===== src/rtl/cpu_types_pkg.sv =====
// Shared CPU-side types: data word, RAM handshake state and memory arbiter state.
package cpu_types_pkg;

    localparam int WORD_W = 32;

    typedef logic [WORD_W-1:0] word_t;

    typedef enum logic [1:0] {
        FREE   = 2'd0,
        BUSY   = 2'd1,
        ACCESS = 2'd2,
        ERROR  = 2'd3
    } ramstate_t;

    typedef enum logic [1:0] {
        IDLE   = 2'd0,
        DGRANT = 2'd1,
        IGRANT = 2'd2
    } arb_state_t;

    // Width of a counter that must be able to hold the value `limit`.
    function automatic int ctr_width(input int limit);
        return (limit < 2) ? 1 : $clog2(limit + 1);
    endfunction

endpackage


===== src/rtl/mem_timeout_ctr.sv =====
// Saturating wait counter for a RAM transfer; `expired` is high once the count
// has reached LIMIT.
module mem_timeout_ctr
    import cpu_types_pkg::*;
#(
    parameter int LIMIT = 15
) (
    input  logic CLK,
    input  logic nRST,
    input  logic clear,
    input  logic count_en,
    output logic expired
);

    localparam int W = ctr_width(LIMIT);
    localparam logic [W-1:0] LIMIT_V = W'(LIMIT);

    logic [W-1:0] count_q;
    logic [W-1:0] count_d;

    // NOTE: default to holding the value first so no path leaves count_d unassigned (no latch).
    always_comb begin
        count_d = count_q;
        if (clear) begin
            count_d = '0;
        end else if (count_en && (count_q != LIMIT_V)) begin
            count_d = count_q + W'(1);
        end
    end

    // NOTE: sequential state uses non-blocking assignments only.
    always_ff @(posedge CLK or negedge nRST) begin
        if (!nRST) begin
            count_q <= '0;
        end else begin
            count_q <= count_d;
        end
    end

    assign expired = (count_q == LIMIT_V);

endmodule


===== src/rtl/mem_arbiter.sv =====
// Arbitrates the instruction fetch port and the EX/MEM data port onto one
// single-ported RAM, one transfer at a time, with abort on ERROR or timeout.
module mem_arbiter
    import cpu_types_pkg::*;
#(
    parameter int ADDR_W  = 32,
    parameter int DATA_W  = 32,
    parameter int TIMEOUT = 15
) (
    input  logic              CLK,
    input  logic              nRST,
    input  logic              iREN,
    input  logic [ADDR_W-1:0] iaddr,
    output logic              ihit,
    output logic [DATA_W-1:0] iload,
    input  logic              dREN,
    input  logic              dWEN,
    input  logic [ADDR_W-1:0] daddr,
    input  logic [DATA_W-1:0] dstore,
    output logic              dhit,
    output logic [DATA_W-1:0] dload,
    output logic              ramREN,
    output logic              ramWEN,
    output logic [ADDR_W-1:0] ramaddr,
    output logic [DATA_W-1:0] ramstore,
    input  logic [DATA_W-1:0] ramload,
    input  logic [1:0]        ramstate,
    output logic              merr
);

    arb_state_t        state_q, state_d;
    logic              last_d_q, last_d_d;
    logic [ADDR_W-1:0] addr_q, addr_d;
    logic [DATA_W-1:0] store_q, store_d;
    logic              wr_q, wr_d;

    logic              tmr_clear;
    logic              tmr_en;
    logic              tmr_expired;
    ramstate_t         rs;

    assign rs = ramstate_t'(ramstate);

    mem_timeout_ctr #(
        .LIMIT (TIMEOUT)
    ) u_timeout (
        .CLK      (CLK),
        .nRST     (nRST),
        .clear    (tmr_clear),
        .count_en (tmr_en),
        .expired  (tmr_expired)
    );

    always_comb begin
        state_d   = state_q;
        last_d_d  = last_d_q;
        addr_d    = addr_q;
        store_d   = store_q;
        wr_d      = wr_q;
        tmr_clear = 1'b0;
        tmr_en    = 1'b0;
        ihit      = 1'b0;
        iload     = '0;
        dhit      = 1'b0;
        dload     = '0;
        ramREN    = 1'b0;
        ramWEN    = 1'b0;
        ramaddr   = '0;
        ramstore  = '0;
        merr      = 1'b0;

        case (state_q)
            IDLE: begin
                // Data wins unless it had the last grant and a fetch is waiting.
                if ((dREN || dWEN) && !(last_d_q && iREN)) begin
                    state_d   = DGRANT;
                    addr_d    = daddr;
                    store_d   = dstore;
                    wr_d      = dWEN;
                    last_d_d  = 1'b1;
                    tmr_clear = 1'b1;
                end else if (iREN) begin
                    state_d   = IGRANT;
                    addr_d    = iaddr;
                    store_d   = '0;
                    wr_d      = 1'b0;
                    last_d_d  = 1'b0;
                    tmr_clear = 1'b1;
                end
            end

            DGRANT, IGRANT: begin
                // Driven from captured copies so a withdrawn request still completes cleanly.
                ramaddr  = addr_q;
                ramstore = store_q;
                ramWEN   = wr_q;
                ramREN   = !wr_q;
                if (rs == ACCESS) begin
                    state_d = IDLE;
                    if (state_q == DGRANT) begin
                        dhit  = 1'b1;
                        dload = ramload;
                    end else begin
                        ihit  = 1'b1;
                        iload = ramload;
                    end
                end else begin
                    tmr_en = 1'b1;
                    if ((rs == ERROR) || tmr_expired) begin
                        merr    = 1'b1;
                        state_d = IDLE;
                    end
                end
            end

            default: state_d = IDLE;
        endcase
    end

    always_ff @(posedge CLK or negedge nRST) begin
        if (!nRST) begin
            state_q  <= IDLE;
            last_d_q <= 1'b0;
            addr_q   <= '0;
            store_q  <= '0;
            wr_q     <= 1'b0;
        end else begin
            state_q  <= state_d;
            last_d_q <= last_d_d;
            addr_q   <= addr_d;
            store_q  <= store_d;
            wr_q     <= wr_d;
        end
    end

endmodule


===== config.mk =====
export PLATFORM = sky130hd
export DESIGN_NAME = mem_arbiter
export DESIGN_NICKNAME = d
export VERILOG_FILES = /design/src/rtl/cpu_types_pkg.sv /design/src/rtl/mem_timeout_ctr.sv /design/src/rtl/mem_arbiter.sv
export SDC_FILE = /design/constraint.sdc
export NUM_CORES = 1
export LEC_CHECK = 0
export BUFFER_PORTS_ARGS = -buffer_cell sky130_fd_sc_hd__buf_2
export CAP_MARGIN = 20
export CORE_AREA = 2 2 105 107
export DETAILED_ROUTE_END_ITERATION = 10
export DIE_AREA = 0 0 107 109
export PLACE_DENSITY = 0.74
export SLEW_MARGIN = 10
export SYNTH_ARGS = -nofsm -noshare
export SYNTH_HDL_FRONTEND = slang
export SYNTH_SLANG_ARGS = --single-unit
export TNS_END_PERCENT = 5

===== constraint.sdc =====
create_clock -name CLK -period 5.2 [get_ports CLK]
set_input_delay 0.78 -clock CLK [delete_from_list [all_inputs] [get_ports CLK]]
set_output_delay 0.78 -clock CLK [all_outputs]
set_load 0.05 [all_outputs]

==> impl_metrics.csv, run 1 <==
group,metric,value,unit
layout,final_cells,807,
timing,fmax,0.280,GHz
yosys,synth_cells,409,
placed_design,place_area,5420,um^2
yosys,synthMuxAreaShare,0.0879,
yosys,syn-num-nets,547,
global_routing,grt_util_all_layers,0.185,
placed_design,port_buffers,267,
yosys,synthTopCellsByCount,"and2_1, dfrtp_1, mux2i_1",
clock_tree,htreeDepth,3,
layout,diodes,0,
timing,tns,0,ps
route,post_drt_wl_per_cell,13.9,um
worst_setup_path,crit_slowest_cell,"ha_2",
yosys,yosysSeqAreaShare,0.452,
pwr,finalPower,4.06,mW
clock_tree,clock-root-buffer,"clkbuf_8",
timing,slew_violations,0,
floorplan,die-area,11700,um^2
worst_setup_path,cp_cell_sequence,"inv_1 > ha_2 > buf_4 > inv_2 > nor3_2 > buf_4 > and2_1 > buf_2",
timing,rsz0062_at_grt,"false",
route,wirelength,11200,um
yosys,synth_compound_area_frac,0.141,
worst_setup_path,slowest_delay,570,ps
min_path,worstHoldStart,"addr_q[1]",
route,detail-route-antenna-nets,0,
clock_tree,clk_pin_slew,80,ps
worst_setup_path,start_kind,"flop",
global_routing,gr-total-overflow,0,
layout,syn_to_final_growth,42.4,%
route,drcViolationCount,0,
placed_design,post-place-ws,1980,ps
yosys,synthAdderAreaFrac,0.00942,
worst_setup_path,crit_top_cell,"buf_4",
worst_setup_path,arrival,2790,ps
yosys,yosysWarnings,0,
clock_tree,post-cts-setup-buffer-count,0,
clock_tree,cts_hold_buf,0,
floorplan,core_area,10600,um^2
pwr,peakVddDrop,0.401,mV
min_path,hold_path_class,"reg2reg",
timing,hold_viol,0,
pwr,p_leak,3.23,nW
floorplan,dieWidth,107,um
clock_tree,clock_path_buffers,2,
yosys,synth-xor-area-share,0,
floorplan,start_util,0.376,
layout,final_cell_area,5680,um^2
worst_setup_path,r2r_start,"state_q[1]",
global_routing,grt_pass1_vias,3531,
global_routing,grt_pass1_wl,17000,um
clock_tree,numCtsBuffers,9,
clock_tree,cts_tree,"yes",
outcome,outcome,"finished, final reports clean",
route,vias_per_cell,4.68,
route,firstDrtPassIters,4,
yosys,ys.flop_type,"dfrtp_1",
timing,finalCritPeriodShare,0.686,
timing,hold_ws,476,ps
floorplan,io_pins,268,
worst_setup_path,crit_type,"reg2out",
layout,post-route-util,0.535,
route,vias,3773,
floorplan,rows,38,
worst_setup_path,critical_path.endpoint_type,"primary output",
yosys,synth_cell_types,32,
yosys,synth.cell_area,3990,um^2
global_routing,antenna_found_initial,0,
job,cap_violations,0,
yosys,synthSimpleGateAreaFrac,0.267,
yosys,yosys.area.top_type,"dfrtp_1",
yosys,synth_top_family_by_area,"simple AND/OR/NAND/NOR gates",
floorplan,die_h,109,um
yosys,synth_edf_count,0,
timing,tightest_slew,884,ps
timing,maxSlewHeadroom,0.411,
timing,period_minus_slack,3570,ps
worst_setup_path,crit_start,"state_q[1]",
yosys,synth.most_common_cell,"and2_1",
yosys,synthTopCellsByArea,"dfrtp_1, and2_1, mux2i_1",
clock_tree,clkLatencyLatePin,340,ps
timing,setup_viol,0,
pwr,p_per_area,715,nW/um^2
layout,final_nets,800,
placed_design,dp_cells,791,
timing,fin_ws,1630,ps
timing,fin_skew,10.2,ps
placed_design,post-dp-hpwl,8690,um
yosys,synth_top_area_share,0.452,
yosys,synth.avg_cell_area,9.75,um^2
worst_setup_path,crit_fanout,45,
worst_setup_path,required,4420,ps
layout,fillCellCount,1000,
placed_design,gp_congestion,0.842,
layout,drive_gt1_frac,0.439,
global_routing,grt_max_degree,73,
yosys,ys_ff_latch,72,
yosys,async_flop_share,1.00,
clock_tree,cts_resized,0,
route,drtIter0Drc,129,
worst_setup_path,crit_family,"buffers and inverters",
clock_tree,cts.sinks,72,
worst_setup_path,worstPathBufferInverterCount,5,
[metal layers]
layer	part of all wire	vias up	track usage	routed length, um
met5	0	-	0	0
met4	0.021	0	0.0659	232
met3	0.062	13	0.0400	698
met2	0.52	156	0.340	5830
met1	0.40	1723	0.211	4450
li1	-	1881	-	-
[where the power goes]
part	internal [mW]	switching [mW]	total, mW	leakage [nW]
logic	0.697	1.84	2.54	2.20
clock network	0.369	0.204	0.573	0.128
registers	0.814	0.131	0.945	0.904
[kinds of logic (layout without fill, tap and decap cells)]
| kind of cell | after synthesis | after routing |
|---|---|---|
| mux | 35 | 35 |
| flops | 72 | 72 |
| simple gates | 185 | 185 |
| fa+ha+maj | 3 | 3 |
| buf+inv | 36 | 294 |
| compound gates | 78 | 78 |
[layout make-up]
| class | count | area, um^2 | share of cell area |
|---|---|---|---|
| repair buffers | 273 | 1390 | 0.245 |
| multi-input cells | 301 | 2030 | 0.357 |
| clock buffers | 11 | 131 | 0.0231 |
| flip-flops and latches | 72 | 1800 | 0.317 |
| well taps | 140 | 175 | 0.0309 |
| clock inverters | 5 | 129 | 0.0227 |
| inverters | 5 | 18.8 | 0.00331 |
[worst min-delay path: stages (launching register included)]
cell and delay, ps:
dfrtp_1 340, nand2_1 50, o21ai_0 60
[registers in the layout, summed over array words and instances, names as in the netlist]
signal,cells
addr_q,32
state_q,2
wr_q,1
last_d_q,1
u_timeout.count_q,4
store_q,32
[final timing paths]
path                                         to  slack, ps  depth (start not counted)
hold / removal                        addr_q[1]        480                          2
min in group asynchronous             addr_q[4]        560                          1
setup / recovery                      iload[21]       1630                          8
hold reg to reg                       addr_q[1]        480                          2
setup reg to reg           u_timeout.count_q[0]       2860                          6
max in group asynchronous  u_timeout.count_q[1]       4060                          1
[cells in the final DEF (no fill, tap or decap), drive strengths merged]
cell     instances
or4              1
and2b            1
clkinv           1
nor4             1
nand4            2
nand3            4
buf            273
clkbuf          11
a21o             1
o211ai           1
a22o            33
inv              5
nand2           34
nand2b           4
and2           130
mux2i           35
nor3             1
o211a            1
a21oi            4
bufinv           4
dfrtp           72
nor2b            1
ha               3
and3             2
o21ai           33
nor2             4
o2bb2ai          1
o221ai           1
o31ai            3
Power figures use the tool's default switching activity.
==> inputs of run 2 (changes only) <==
--- a/config.mk
+++ b/config.mk
@@ -7,10 +7,9 @@
 export LEC_CHECK = 0
 export BUFFER_PORTS_ARGS = -buffer_cell sky130_fd_sc_hd__buf_2
 export CAP_MARGIN = 20
-export CORE_AREA = 2 2 105 107
+export CORE_UTILIZATION = 38
 export DETAILED_ROUTE_END_ITERATION = 10
-export DIE_AREA = 0 0 107 109
-export PLACE_DENSITY = 0.74
+export PLACE_DENSITY = 0.77
 export SLEW_MARGIN = 10
 export SYNTH_ARGS = -nofsm -noshare
 export SYNTH_HDL_FRONTEND = slang
==> constraint.sdc (replaced) <==
create_clock -name CLK -period 3.1 [get_ports CLK]
set_input_delay 0.465 -clock CLK [delete_from_list [all_inputs] [get_ports CLK]]
set_output_delay 0.465 -clock CLK [all_outputs]
set_load 0.05 [all_outputs]
==> impl_metrics.csv, run 2 (synthesis gave the netlist of run 1 again) <==
group,metric,value,unit
global_routing,grt_util_all_layers,0.210,
route,firstDrtPassIters,4,
timing,rsz0062_at_grt,"false",
clock_tree,cts.sinks,72,
route,drcViolationCount,0,
worst_setup_path,r2r_start,"state_q[1]",
placed_design,port_buffers,267,
global_routing,grt_max_degree,73,
worst_setup_path,required,2630,ps
timing,hold_viol,0,
timing,maxSlewHeadroom,0.398,
worst_setup_path,slowest_delay,410,ps
worst_setup_path,start_kind,"flop",
timing,setup_viol,0,
route,vias,3837,
floorplan,io_pins,268,
timing,tns,0,ps
route,detail-route-antenna-nets,0,
pwr,seqPwrFrac,0.242,
clock_tree,htreeDepth,3,
layout,largestRegisters,"addr_q: 32 flops, store_q: 32 flops, u_timeout.count_q: 4 flops",
timing,period_minus_slack,2830,ps
floorplan,rows,37,
clock_tree,cts_hold_buf,0,
timing,slew_violations,0,
worst_setup_path,crit_start,"state_q[1]",
layout,post-route-util,0.548,
worst_setup_path,critical_path.endpoint_type,"primary output",
worst_setup_path,r2r-end,"state_q[0]",
timing,tightest_slew,903,ps
min_path,hold_path_class,"in2async",
route,wirelength,11500,um
outcome,outcome,"finished, final reports clean",
timing,fin_skew,8.94,ps
pwr,power_switching,3.69,mW
route,drtIter0Drc,195,
worst_setup_path,cp-endpoint,"iload[31]",
pwr,combPwrFrac,0.656,
layout,final_nets,802,
worst_setup_path,cp_cell_sequence,"inv_1 > ha_1 > inv_2 > nor3_2 > buf_4 > and2_1 > buf_2",
global_routing,antenna_found_initial,1,
floorplan,core_area,10200,um^2
layout,final_common_cell,"buf_2",
pwr,pwr-share-clk,0.102,
worst_setup_path,worstPathBufferInverterCount,4,
clock_tree,clock-root-buffer,"clkbuf_8",
pwr,p_leak,3.20,nW
placed_design,post-dp-hpwl,8760,um
route,vias_per_cell,4.77,
worst_setup_path,arrival,2370,ps
clock_tree,numCtsBuffers,9,
global_routing,gr-total-overflow,0,
pwr,peakVddDrop,0.565,mV
worst_setup_path,crit_fanout,23,
pwr,p_per_area,1170,nW/um^2
layout,drive_gt1_frac,0.440,
layout,syn_to_final_growth,40.6,%
worst_setup_path,reg2regPathDepth,6,
placed_design,gp_congestion,0.814,
clock_tree,cts_tree,"yes",
floorplan,die_h,104,um
pwr,p_int,2.86,mW
worst_setup_path,crit_type,"reg2out",
route,post_drt_wl_per_cell,14.3,um
clock_tree,cts_resized,0,
global_routing,grt_pass1_vias,3704,
worst_setup_path,r2r_slack,1350,ps
worst_setup_path,crit_slowest_cell,"nor3_2",
pwr,switching_share,0.563,
clock_tree,clock_path_buffers,2,
clock_tree,clk_pin_slew,80,ps
job,cap_violations,0,
clock_tree,post-cts-setup-buffer-count,0,
floorplan,die-area,10900,um^2
worst_setup_path,cp.depth,7,
floorplan,start_util,0.390,
layout,final_cell_mix,"buf_2, and2_1, dfrtp_1",
floorplan,dieWidth,104,um
worst_setup_path,crit_family,"buffers and inverters",
timing,fmax,0.353,GHz
timing,finalCritPeriodShare,0.914,
clock_tree,clkLatencyLatePin,350,ps
global_routing,grt_pass1_wl,18000,um
run 2: how the worst min path moves through the flow:
stage | from | to | slack [ps] | cells after the start
floorplan | nRST | addr_q[0] | 170 | 0
global placement | addr_q[22] | addr_q[22] | 460 | 2
detailed placement | addr_q[17] | addr_q[17] | 460 | 2
CTS | nRST | addr_q[16] | 280 | 1
global route | nRST | addr_q[16] | 290 | 1
finish | nRST | addr_q[16] | 220 | 1
run 2: layer usage:
layer / GRT usage / vias up / wire length, um
met5: 0 / - / 0
met4: 0.0867 / 0 / 263
met3: 0.0514 / 19 / 638
met2: 0.378 / 158 / 5970
met1: 0.235 / 1778 / 4660
li1: - / 1882 / -
run 2: metrics by stage:
stage	std cells	setup WS, ps	instance area, um^2	total power [mW]	hold WS, ps
global route	805	91.0	5610	6.96	290
global placement	789	745	5430	5.81	458
finish	805	267	5610	6.56	220
floorplan	409	718	3990	4.94	169
CTS	804	257	5600	6.60	283
detailed placement	789	650	5430	5.92	463
run 2: power by group through the flow:
stage	Clock (mW)	Combinational (mW)	Sequential, mW
after floorplan	0	3.42	1.52
after global placement	0	4.23	1.58
after detailed placement	0	4.32	1.59
after CTS	0.692	4.33	1.59
after global routing	0.746	4.58	1.64
final	0.670	4.30	1.59
run 2: layout make-up:
type	count	area (um^2)
well taps	136	170
fillers	936	4630
clock buffers	12	155
diodes	1	2.50
flip-flops and latches	72	1800
repair buffers	275	1410
inverters	5	18.8
clock inverters	3	17.5
multi-input cells	301	2030
run 2: worst register-to-register path, delay by kind of cell, from the launching register on:
family          cells  cell delay [ps]
compound gates      2              480
flops               1              370
buf+inv             2              360
fa+ha+maj           1              350
simple gates        1              110
